<file path="src/rtl/frame_stream_pkg.sv">
// Shared definitions for marker-framed pixel streams: markers, FSM/mode encodings,
// colour-bar palette and LFSR taps.
package frame_stream_pkg;

  localparam int unsigned MaxWordWidth = 64;

  typedef enum logic [2:0] {
    StIdle,
    StFrameStart,
    StRowStart,
    StPixels,
    StFrameEnd
  } fs_state_e;

  typedef enum logic [1:0] {
    ModeCounter = 2'd0,
    ModeBars    = 2'd1,
    ModeLfsr    = 2'd2,
    ModeConst   = 2'd3
  } fs_mode_e;

  // Right-shifting Fibonacci LFSR, taps 16,14,13,11 seen from the output end.
  localparam logic [15:0] LfsrTapMask = 16'h002D;

  // Markers set the word MSB (bit pixel_width), which pixel words always clear.
  function automatic logic [MaxWordWidth-1:0] marker_frame_start(input int unsigned pixel_width);
    return MaxWordWidth'(1) << pixel_width;
  endfunction

  function automatic logic [MaxWordWidth-1:0] marker_row_start(input int unsigned pixel_width);
    return (MaxWordWidth'(1) << pixel_width) | MaxWordWidth'(1);
  endfunction

  function automatic logic [MaxWordWidth-1:0] marker_frame_end(input int unsigned pixel_width);
    return {MaxWordWidth{1'b1}} >> (MaxWordWidth - pixel_width - 1);
  endfunction

  function automatic logic [15:0] bar_colour(input logic [2:0] idx);
    logic [15:0] colour;
    unique case (idx)
      3'd0: colour = 16'hFFFF;
      3'd1: colour = 16'hFFE0;
      3'd2: colour = 16'h07FF;
      3'd3: colour = 16'h07E0;
      3'd4: colour = 16'hF81F;
      3'd5: colour = 16'hF800;
      3'd6: colour = 16'h001F;
      3'd7: colour = 16'h0000;
    endcase
    return colour;
  endfunction

endpackage

</file>
<file path="src/rtl/frame_pattern_gen.sv">
// Pixel pattern source: counter, LFSR and colour-bar column tracking, restarted per frame
// and stepped once per emitted pixel.
module frame_pattern_gen
  import frame_stream_pkg::*;
#(
  parameter int unsigned FRAME_WIDTH = 480,
  parameter int unsigned PIXEL_WIDTH = 16,
  parameter logic [15:0] LFSR_SEED   = 16'hACE1
) (
  input  logic                   clk,
  input  logic                   reset_n,
  input  logic                   restart,
  input  logic                   advance,
  input  fs_mode_e               mode,
  input  logic [PIXEL_WIDTH-1:0] const_value,
  output logic [PIXEL_WIDTH-1:0] pixel
);

  localparam int unsigned BarWidth = (FRAME_WIDTH + 7) / 8;
  localparam int unsigned ColW     = (FRAME_WIDTH > 1) ? $clog2(FRAME_WIDTH) : 1;
  localparam int unsigned BarPosW  = (BarWidth > 1) ? $clog2(BarWidth) : 1;
  localparam logic [ColW-1:0]    LastCol    = ColW'(FRAME_WIDTH - 1);
  localparam logic [BarPosW-1:0] LastBarPos = BarPosW'(BarWidth - 1);

  logic [PIXEL_WIDTH-1:0] count_q, count_d;
  logic [15:0]            lfsr_q, lfsr_d;
  logic [ColW-1:0]        col_q, col_d;
  logic [BarPosW-1:0]     bar_pos_q, bar_pos_d;
  logic [2:0]             bar_idx_q, bar_idx_d;

  always_comb begin
    count_d   = count_q;
    lfsr_d    = lfsr_q;
    col_d     = col_q;
    bar_pos_d = bar_pos_q;
    bar_idx_d = bar_idx_q;
    if (restart) begin
      count_d   = '0;
      lfsr_d    = LFSR_SEED;
      col_d     = '0;
      bar_pos_d = '0;
      bar_idx_d = '0;
    end else if (advance) begin
      count_d = count_q + PIXEL_WIDTH'(1);
      lfsr_d  = {^(lfsr_q & LfsrTapMask), lfsr_q[15:1]};
      if (col_q == LastCol) begin
        col_d     = '0;
        bar_pos_d = '0;
        bar_idx_d = '0;
      end else begin
        col_d = col_q + ColW'(1);
        // Bar index tracked incrementally instead of dividing the column.
        if (bar_pos_q == LastBarPos) begin
          bar_pos_d = '0;
          if (bar_idx_q != 3'd7) bar_idx_d = bar_idx_q + 3'd1;
        end else begin
          bar_pos_d = bar_pos_q + BarPosW'(1);
        end
      end
    end
  end

  always_ff @(posedge clk or negedge reset_n) begin
    if (!reset_n) begin
      count_q   <= '0;
      lfsr_q    <= LFSR_SEED;
      col_q     <= '0;
      bar_pos_q <= '0;
      bar_idx_q <= '0;
    end else begin
      count_q   <= count_d;
      lfsr_q    <= lfsr_d;
      col_q     <= col_d;
      bar_pos_q <= bar_pos_d;
      bar_idx_q <= bar_idx_d;
    end
  end

  always_comb begin
    unique case (mode)
      ModeCounter: pixel = count_q;
      ModeBars:    pixel = PIXEL_WIDTH'(bar_colour(bar_idx_q));
      ModeLfsr:    pixel = PIXEL_WIDTH'(lfsr_q);
      ModeConst:   pixel = const_value;
    endcase
  end

endmodule

</file>
<file path="src/rtl/frame_stream_source.sv">
// Marker-framed test-pattern source writing whole frames into a FIFO write port,
// with single-shot/continuous operation, graceful stop and a frame counter.
module frame_stream_source
  import frame_stream_pkg::*;
#(
  parameter int unsigned FRAME_WIDTH  = 480,
  parameter int unsigned FRAME_HEIGHT = 272,
  parameter int unsigned PIXEL_WIDTH  = 16,
  parameter logic [15:0] LFSR_SEED    = 16'hACE1,
  parameter int unsigned COUNT_WIDTH  = 16
) (
  input  logic                   clk,
  input  logic                   reset_n,
  input  logic                   start,
  input  logic                   stop,
  input  logic                   continuous,
  input  logic [1:0]             mode,
  input  logic [PIXEL_WIDTH-1:0] const_value,
  input  logic                   fifo_full,
  output logic [PIXEL_WIDTH:0]   fifo_data,
  output logic                   fifo_wr_en,
  output logic                   busy,
  output logic                   frame_done,
  output logic [COUNT_WIDTH-1:0] frame_count
);

  localparam int unsigned WordWidth = PIXEL_WIDTH + 1;
  localparam int unsigned ColW      = (FRAME_WIDTH > 1) ? $clog2(FRAME_WIDTH) : 1;
  localparam int unsigned RowW      = (FRAME_HEIGHT > 1) ? $clog2(FRAME_HEIGHT) : 1;
  localparam logic [ColW-1:0] LastCol = ColW'(FRAME_WIDTH - 1);
  localparam logic [RowW-1:0] LastRow = RowW'(FRAME_HEIGHT - 1);
  localparam logic [WordWidth-1:0] FrameStartWord = WordWidth'(marker_frame_start(PIXEL_WIDTH));
  localparam logic [WordWidth-1:0] RowStartWord   = WordWidth'(marker_row_start(PIXEL_WIDTH));
  localparam logic [WordWidth-1:0] FrameEndWord   = WordWidth'(marker_frame_end(PIXEL_WIDTH));

  fs_state_e              state_q, state_d;
  logic                   word_valid_q, word_valid_d;
  logic [WordWidth-1:0]   data_q, data_d;
  logic [ColW-1:0]        col_q, col_d;
  logic [RowW-1:0]        row_q, row_d;
  fs_mode_e               mode_q, mode_d;
  logic [PIXEL_WIDTH-1:0] const_q, const_d;
  logic                   cont_q, cont_d;
  logic                   stop_pend_q, stop_pend_d;
  logic                   done_q, done_d;
  logic [COUNT_WIDTH-1:0] count_q, count_d;

  logic                   consume, last_col, last_row, frame_again, enter_frame;
  logic                   pat_restart, pat_advance;
  logic [PIXEL_WIDTH-1:0] pixel;

  assign consume     = word_valid_q & ~fifo_full;
  assign last_col    = (col_q == LastCol);
  assign last_row    = (row_q == LastRow);
  // A stop arriving on the same edge as FRAME_END still prevents the next frame.
  assign frame_again = cont_q & ~stop_pend_q & ~stop;
  assign enter_frame = ((state_q == StIdle) && start) ||
                       ((state_q == StFrameEnd) && consume && frame_again);

  always_ff @(posedge clk or negedge reset_n) begin
    if (!reset_n) state_q <= StIdle;
    else          state_q <= state_d;
  end

  always_comb begin
    state_d = state_q;
    case (state_q)
      StIdle:       if (start) state_d = StFrameStart;
      StFrameStart: if (consume) state_d = StRowStart;
      StRowStart:   if (consume) state_d = StPixels;
      StPixels:     if (consume && last_col) state_d = last_row ? StFrameEnd : StRowStart;
      StFrameEnd:   if (consume) state_d = frame_again ? StFrameStart : StIdle;
      default:      state_d = StIdle;
    endcase
  end

  // The output register always holds the next word to offer; loading a pixel steps the pattern.
  always_comb begin
    word_valid_d = word_valid_q;
    data_d       = data_q;
    col_d        = col_q;
    row_d        = row_q;
    mode_d       = mode_q;
    const_d      = const_q;
    cont_d       = cont_q;
    done_d       = 1'b0;
    count_d      = count_q;
    pat_restart  = 1'b0;
    pat_advance  = 1'b0;

    if (enter_frame) begin
      word_valid_d = 1'b1;
      data_d       = FrameStartWord;
      mode_d       = fs_mode_e'(mode);
      const_d      = const_value;
      cont_d       = continuous;
      pat_restart  = 1'b1;
    end

    case (state_q)
      StFrameStart: begin
        if (consume) begin
          data_d = RowStartWord;
          row_d  = '0;
        end
      end
      StRowStart: begin
        if (consume) begin
          data_d      = {1'b0, pixel};
          col_d       = '0;
          pat_advance = 1'b1;
        end
      end
      StPixels: begin
        if (consume) begin
          if (!last_col) begin
            data_d      = {1'b0, pixel};
            col_d       = col_q + ColW'(1);
            pat_advance = 1'b1;
          end else if (last_row) begin
            data_d = FrameEndWord;
          end else begin
            data_d = RowStartWord;
            row_d  = row_q + RowW'(1);
          end
        end
      end
      StFrameEnd: begin
        if (consume) begin
          done_d  = 1'b1;
          count_d = count_q + COUNT_WIDTH'(1);
          if (!frame_again) word_valid_d = 1'b0;
        end
      end
      default: ;
    endcase

    if (state_d == StIdle)                     stop_pend_d = 1'b0;
    else if (stop)                             stop_pend_d = 1'b1;
    else                                       stop_pend_d = stop_pend_q;
  end

  always_ff @(posedge clk or negedge reset_n) begin
    if (!reset_n) begin
      word_valid_q <= 1'b0;
      data_q       <= '0;
      col_q        <= '0;
      row_q        <= '0;
      mode_q       <= ModeCounter;
      const_q      <= '0;
      cont_q       <= 1'b0;
      stop_pend_q  <= 1'b0;
      done_q       <= 1'b0;
      count_q      <= '0;
    end else begin
      word_valid_q <= word_valid_d;
      data_q       <= data_d;
      col_q        <= col_d;
      row_q        <= row_d;
      mode_q       <= mode_d;
      const_q      <= const_d;
      cont_q       <= cont_d;
      stop_pend_q  <= stop_pend_d;
      done_q       <= done_d;
      count_q      <= count_d;
    end
  end

  frame_pattern_gen #(
    .FRAME_WIDTH (FRAME_WIDTH),
    .PIXEL_WIDTH (PIXEL_WIDTH),
    .LFSR_SEED   (LFSR_SEED)
  ) u_pattern (
    .clk         (clk),
    .reset_n     (reset_n),
    .restart     (pat_restart),
    .advance     (pat_advance),
    .mode        (mode_q),
    .const_value (const_q),
    .pixel       (pixel)
  );

  assign fifo_data   = data_q;
  assign fifo_wr_en  = consume;
  assign busy        = (state_q != StIdle);
  assign frame_done  = done_q;
  assign frame_count = count_q;

endmodule

</file>
<file path="config.mk">
export PLATFORM = sky130hd
export DESIGN_NAME = frame_stream_source
export DESIGN_NICKNAME = d
export VERILOG_FILES = /design/src/rtl/frame_stream_pkg.sv /design/src/rtl/frame_pattern_gen.sv /design/src/rtl/frame_stream_source.sv
export SDC_FILE = /design/constraint.sdc
export NUM_CORES = 1
export LEC_CHECK = 0
export BUFFER_PORTS_ARGS = -buffer_cell sky130_fd_sc_hd__buf_4
export CAP_MARGIN = 10
export CELL_PAD_IN_SITES_DETAIL_PLACEMENT = 1
export CELL_PAD_IN_SITES_GLOBAL_PLACEMENT = 1
export CORE_MARGIN = 2
export CORE_UTILIZATION = 50
export DETAILED_ROUTE_END_ITERATION = 7
export GPL_TIMING_DRIVEN = 0
export PLACE_DENSITY = 0.94
export SYNTH_ARGS = -nofsm -noshare
export SYNTH_HDL_FRONTEND = slang
export SYNTH_SLANG_ARGS = --single-unit
</file>
<file path="constraint.sdc">
create_clock -name clk -period 4.6 [get_ports clk]
set_clock_uncertainty 0.2 [all_clocks]
set_input_delay 0 -clock clk [delete_from_list [all_inputs] [get_ports clk]]
set_output_delay 0 -clock clk [all_outputs]
set_load 0.05 [all_outputs]
</file>
==> flow_summary.ini, run 1 <==
[logic_synthesis]
synth_top_area_share_pct = 47.2
netlist_instances = 616
yosysWarningCount = 0
synth_edf_count = 0
async_flop_share_pct = 100
mappedNetlistArea_um2 = 6260
syn_area_per_cell_um2 = 10.2
synth_area_leaders = dfrtp_1 47%, nand2_1 7.1%, mux4_2 5.8%
synth_cell_types = 63
yosysTopAreaCell = dfrtp_1
ys_seq_area_share_pct = 50.5
synthFlopType = dfrtp_1
synthesis.nets = 648
ys_top_cells_by_count = 118 x dfrtp_1, 118 x nand2_1, 57 x nor2_1
ys_seq_elements = 126

[routing]
wl_per_cell_um = 23.9
drt_first_pass_iters = 4
viasPerCell = 6.22
drc = 0
dr_total_vias = 5612
drt-initial-drc-count = 415
ant_nets = 0
wl_um = 21500

[timing]
min_period_ps = 2840
period_share_pct = 61.8
worstMarginPinSlew_ps = 710
fmax_mhz = 352
slew_viol_final = 0
setup_viol = 0
whs_ps = 109
setup_tns_ps = 0
hold_viol_final = 0
rsz0062_at_grt = false
slew_headroom_pct = 52.4

[placed_design]
hpwl_um = 13500
io_buffer_count = 59
routabilityCongestion = 0.868

[grt]
grt_overflow = 0
grt.total_usage_pct = 34.4
grt_pass1_wl_um = 34000
grt_pass1_vias = 6176
grt_max_degree = 82
antenna_found_initial = 0

[pwr]
power_frac_clock_pct = 31.4
comb_power_share_pct = 28.4
p_leak_nw = 3.57
p_sw_share_pct = 36.4
powerDensity_nw_per_um2 = 544
p_switching_w = 0.00154
sequentialPowerShare_pct = 40.2
p_int_w = 0.00270
vdd_drop_max_uv = 366

[cells_and_area]
layout-drive-gt1-share_pct = 20.0
nets = 753
diodes = 0
syn2layout_area_growth_pct = 24.6

[floorplanning]
start_util_pct = 51.7
die_h_um = 116
die_w_um = 116
die_area_um2 = 13400
fp-row-count = 40
top_level_ports = 60
core_area_um2 = 12100

[setup_path]
critPathMaxFanout = 10
crit_arrival_ps = 3010
rrSetupSlack_ps = 1760
slowest_delay_ps = 570
reg2reg_to = cont_q
crit_end = cont_q
cp-end-kind = flip-flop
path_buf_inv = 3
crit_path_cell_trace = nand2b_1 -> inv_2 -> a41oi_2 -> clkbuf_1 -> o22a_1 -> dlygate4sd3_1
cp_top_family = buffers and inverters
critical_path.startpoint = word_valid_q
crit_type = reg2reg
worstPathRequired_ps = 4770
cp.depth = 6
r2r-start = word_valid_q
startpoint_type = flip-flop
crit_slowest_cell = clkbuf_1
rr_worst_depth = 6

[run_status]
status = finished, final reports clean

[clocking]
clk_latency_ps = 440
clk_pin_slew_worst_paths_ps = 60
cts_buffer_depth = 2
post_cts.resized_instances = 0
clock-sinks = 126
cts_made_buffers = 17
cts-root-buf = clkbuf_16
cts_tree = yes
cts_setup_buffers = 0
h-tree-depth = 4

[job]
maxCapViolations = 0

[worst_hold_path]
hold_path_class = in2reg
-- power by group through the flow --
stage          Combinational (W)  Clock, W  Sequential (W)
4_1_cts                  0.00120   0.00133         0.00169
3_3_place_gp             0.00106         0         0.00165
3_5_place_dp             0.00114         0         0.00169
5_1_grt                  0.00128   0.00139         0.00173
6_report                 0.00120   0.00133         0.00170
2_1_floorplan           0.000561         0         0.00183
-- metal layers --
| metal | vias up | global-route usage [%] | part of all wire, % | wire length, um |
|---|---|---|---|---|
| met3 | 83 | 10.8 | 6.0 | 1300 |
| met5 | - | 0 | 0 | 0 |
| met2 | 242 | 59.8 | 52 | 11200 |
| met1 | 2875 | 37.0 | 37 | 7960 |
| li1 | 2412 | - | - | - |
| met4 | 0 | 19.9 | 5.0 | 1080 |
-- what timing repair did --
item,in CTS,in global routing
endpoints found under the setup margin,0,0
hold buffers,26,0
endpoints found under the hold margin,147,0
-- per-stage QoR --
| stage | setup WS, ps | utilization [%] | area [um2] | total power, W | std cells |
|---|---|---|---|---|---|
| final | 1760 | 64.4 | 7790 | 0.00424 | 902 |
| after global routing | 1710 | 64.4 | 7790 | 0.00440 | 902 |
| after CTS | 1810 | 64.4 | 7790 | 0.00422 | 902 |
| after detailed placement | 2020 | 57.3 | 6940 | 0.00283 | 844 |
| after global placement | 2150 | 57.1 | 6910 | 0.00272 | 843 |
| after floorplan | 2570 | - | 6260 | 0.00239 | 616 |
-- sequential cells by signal, summed over array words and instances, names as in the netlist --
register             count
u_pattern.bar_idx_q      3
word_valid_q             1
u_pattern.col_q          9
cont_q                   1
u_pattern.count_q       16
fifo_data               17
row_q                    9
const_q                 16
u_pattern.bar_pos_q      6
frame_count             16
state_q                  3
col_q                    9
u_pattern.lfsr_q        16
mode_q                   2
frame_done               1
stop_pend_q              1
-- how the worst min path moves through the flow --
stage / start / endpoint / slack (ps) / cells past startpoint
floorplan: reset_n / col_q[0] / -500 / 0
detailed placement: reset_n / row_q[4] / -240 / 1
finish: const_value[11] / const_q[11] / 110 / 4
global route: const_value[15] / const_q[15] / 120 / 4
global placement: mode[0] / mode_q[0] / -2 / 3
CTS: const_value[15] / const_q[15] / 90 / 4
-- cell usage in the layout (no fill, tap or decap), types with 4 or more instances in the layout --
| cell type | n |
|---|---|
| a21o_1 | 5 |
| a21oi_1 | 19 |
| a221o_1 | 15 |
| a22o_1 | 4 |
| and3_1 | 5 |
| and4_1 | 6 |
| buf_2 | 14 |
| buf_4 | 61 |
| clkbuf_1 | 14 |
| clkbuf_16 | 17 |
| clkbuf_8 | 6 |
| dfrtp_1 | 118 |
| dfstp_2 | 8 |
| dlygate4sd3_1 | 25 |
| ha_1 | 8 |
| inv_1 | 12 |
| mux4_2 | 16 |
| nand2_1 | 118 |
| nand3_1 | 31 |
| nand4_1 | 15 |
| nor2_1 | 57 |
| nor3_1 | 26 |
| nor3b_1 | 4 |
| o21ai_0 | 21 |
| o31ai_1 | 7 |
| or3_1 | 5 |
| xnor2_1 | 21 |
| xor2_1 | 14 |
-- cell type report --
class | count | area (um2)
clock inverters | 5 | 52.6
clock buffers | 27 | 523
well taps | 168 | 210
flip-flops and latches | 126 | 3160
fillers | 1317 | 4320
plain buffers | 30 | 156
inverters | 14 | 52.6
multi-input cells | 446 | 2890
repair buffers | 86 | 752
-- cells by family after synthesis --
logic type / Yosys count / share of synthesized area [%]
AO/OA/AOI/OAI: 92 / 10.8
flip-flops: 126 / 50.5
AND/OR/NAND/NOR: 291 / 22.4
multiplexers: 20 / 6.44
XOR/XNOR: 35 / 4.90
buffers and inverters: 44 / 3.34
adder cells (fa/ha/maj): 8 / 1.60
-- worst register-to-register path, cell delays in order, from the launching register on --
cell and delay, ps:
dfrtp_1 440, nand2b_1 210, inv_2 150, a41oi_2 390, clkbuf_1 570, o22a_1 260
dlygate4sd3_1 560
Power figures use the tool's default switching activity.
==> run 2, diff against run 1 <==
- CORE_UTILIZATION: 50 -> 42
- PLACE_DENSITY: 0.94 -> 0.85
- clock period: 4.6 -> 2.3 ns (I/O delays scaled with it)
==> flow_summary.ini, run 2 (synthesis gave the netlist of run 1 again) <==
[job]
maxCapViolations = 0

[worst_hold_path]
hold_path_class = in2reg

[cells_and_area]
layout_common_cells = 116 x nand2_1, 116 x dfrtp_1, 78 x buf_4
diodes = 0
layout-drive-gt1-share_pct = 24.7
largest_reg_flops = 17
nets = 766
syn2layout_area_growth_pct = 28.6
final_cells = 930

[timing]
whs_ps = 120
slew_headroom_pct = 67.3
setup_tns_ps = -174
hold_viol_final = 0
period_share_pct = 102
worstMarginPinSlew_ps = 490
slew_viol_final = 0
fmax_mhz = 426
rsz0062_at_grt = true
min_period_ps = 2350
setup_viol = 9
fin_ws_ps = -49.4

[grt]
grt_pass1_wl_um = 30600
grt_overflow = 0
grt_use_met1_pct = 30.7
grt_pass1_vias = 5831
grt_busiest_layer = met2
grt.total_usage_pct = 24.6
grt_use_met2_pct = 42.3
grt_use_met3_pct = 5.23
antenna_found_initial = 0
grt_max_degree = 78

[pwr]
p_leak_nw = 3.67
powerDensity_nw_per_um2 = 1040
vdd_drop_max_uv = 681
p_switching_w = 0.00299
power_frac_clock_pct = 30.8
power_w = 0.00837
p_sw_share_pct = 35.7
sequentialPowerShare_pct = 40.6
p_int_w = 0.00538
comb_power_share_pct = 28.7

[routing]
dr_total_vias = 5534
ant_nets = 0
wl_um = 19900
wl_per_cell_um = 21.4
drt_first_pass_iters = 5
drt-initial-drc-count = 534
drc = 0
viasPerCell = 5.95

[setup_path]
r2r-start = col_q[5]
startpoint_type = flip-flop
reg2reg_to = fifo_data[15]
crit_type = reg2reg
cp-end-kind = flip-flop
critical_path.startpoint = col_q[5]
rrSetupSlack_ps = -50
worstPathRequired_ps = 2390
crit_end = fifo_data[15]
rr_worst_depth = 7
crit_arrival_ps = 2440
critPathMaxFanout = 10

[floorplanning]
start_util_pct = 43.1
fp-row-count = 44
die_h_um = 126
die_w_um = 126
core_area_um2 = 14500
top_level_ports = 60
die_area_um2 = 15900

[clocking]
cts_made_buffers = 17
clk_pin_slew_worst_paths_ps = 60
cts_buffer_depth = 2
h-tree-depth = 4
cts_tree = yes
cts-root-buf = clkbuf_16
clock-sinks = 126
clk_latency_ps = 420

[run_status]
status = finished, violations left
violations = negative setup slack

[placed_design]
io_buffer_count = 59
routabilityCongestion = 0.872
dp_slack_ps = -260
dp.cells = 860
hpwl_um = 12600
-- run 2: cell types whose count changed in the layout (fill, tap and decap cells not counted), sizes merged --
cell	change
buf	+12
clkbuf	-1
clkinv	+3
clkinvlp	-1
dlygate4sd3	-1
-- run 2: power by group through the flow --
stage	registers, W	clock network, W	logic, W
3_5_place_dp	0.00336	0	0.00225
3_3_place_gp	0.00331	0	0.00214
4_1_cts	0.00335	0.00260	0.00235
6_report	0.00339	0.00258	0.00240
2_1_floorplan	0.00365	0	0.00112
5_1_grt	0.00345	0.00269	0.00258
-- run 2: repair_timing --
| item | CTS | global route |
|---|---|---|
| gates resized for setup | 17 | 26 |
| hold endpoints to repair | 145 | 0 |
| endpoints found under the setup margin | 78 | 81 |
| gates cloned | 0 | 0 |
| hold buffers | 24 | 0 |
| pin swaps | 1 | 6 |
| setup buffers | 3 | 12 |
-- run 2: layout make-up --
| class | instances | area (um2) |
|---|---|---|
| plain buffers | 30 | 184 |
| clock buffers | 24 | 502 |
| clock inverters | 7 | 60.1 |
| fillers | 1588 | 6480 |
| inverters | 14 | 52.6 |
| multi-input cells | 446 | 3030 |
| flip-flops and latches | 126 | 3170 |
| well taps | 184 | 230 |
| repair buffers | 99 | 827 |
-- run 2: through the flow --
step                      instance area, um2  util (%)
after floorplan                         6260         -
after global placement                  6930      47.7
after detailed placement                6960      47.9
after CTS                               7860      54.1
after global routing                    8050      55.4
final                                   8050      55.4
-- run 2: how the worst min path moves through the flow --
stage          depth (start not counted)           to            start  slack, ps
2_1_floorplan                          0     col_q[0]          reset_n       -500
3_3_place_gp                           3  const_q[10]  const_value[10]         -2
3_5_place_dp                           1     row_q[5]          reset_n       -220
4_1_cts                                4   const_q[0]   const_value[0]        100
5_1_grt                                4    mode_q[1]          mode[1]        130
6_report                               4    mode_q[1]          mode[1]        120
-- run 2: layer usage --
layer | wire, um | up-vias
met5 | 0 | -
met4 | 648 | 0
met3 | 1100 | 58
met2 | 10200 | 222
met1 | 7890 | 2810
li1 | - | 2444
-- run 2: critical path, stage by stage (launching register included) --
cell      delay [ps]
dfrtp_1          450
nand4b_1         340
buf_4            240
nor2_4           160
buf_4            160
a31oi_4          110
clkbuf_4         220
a221o_1          330
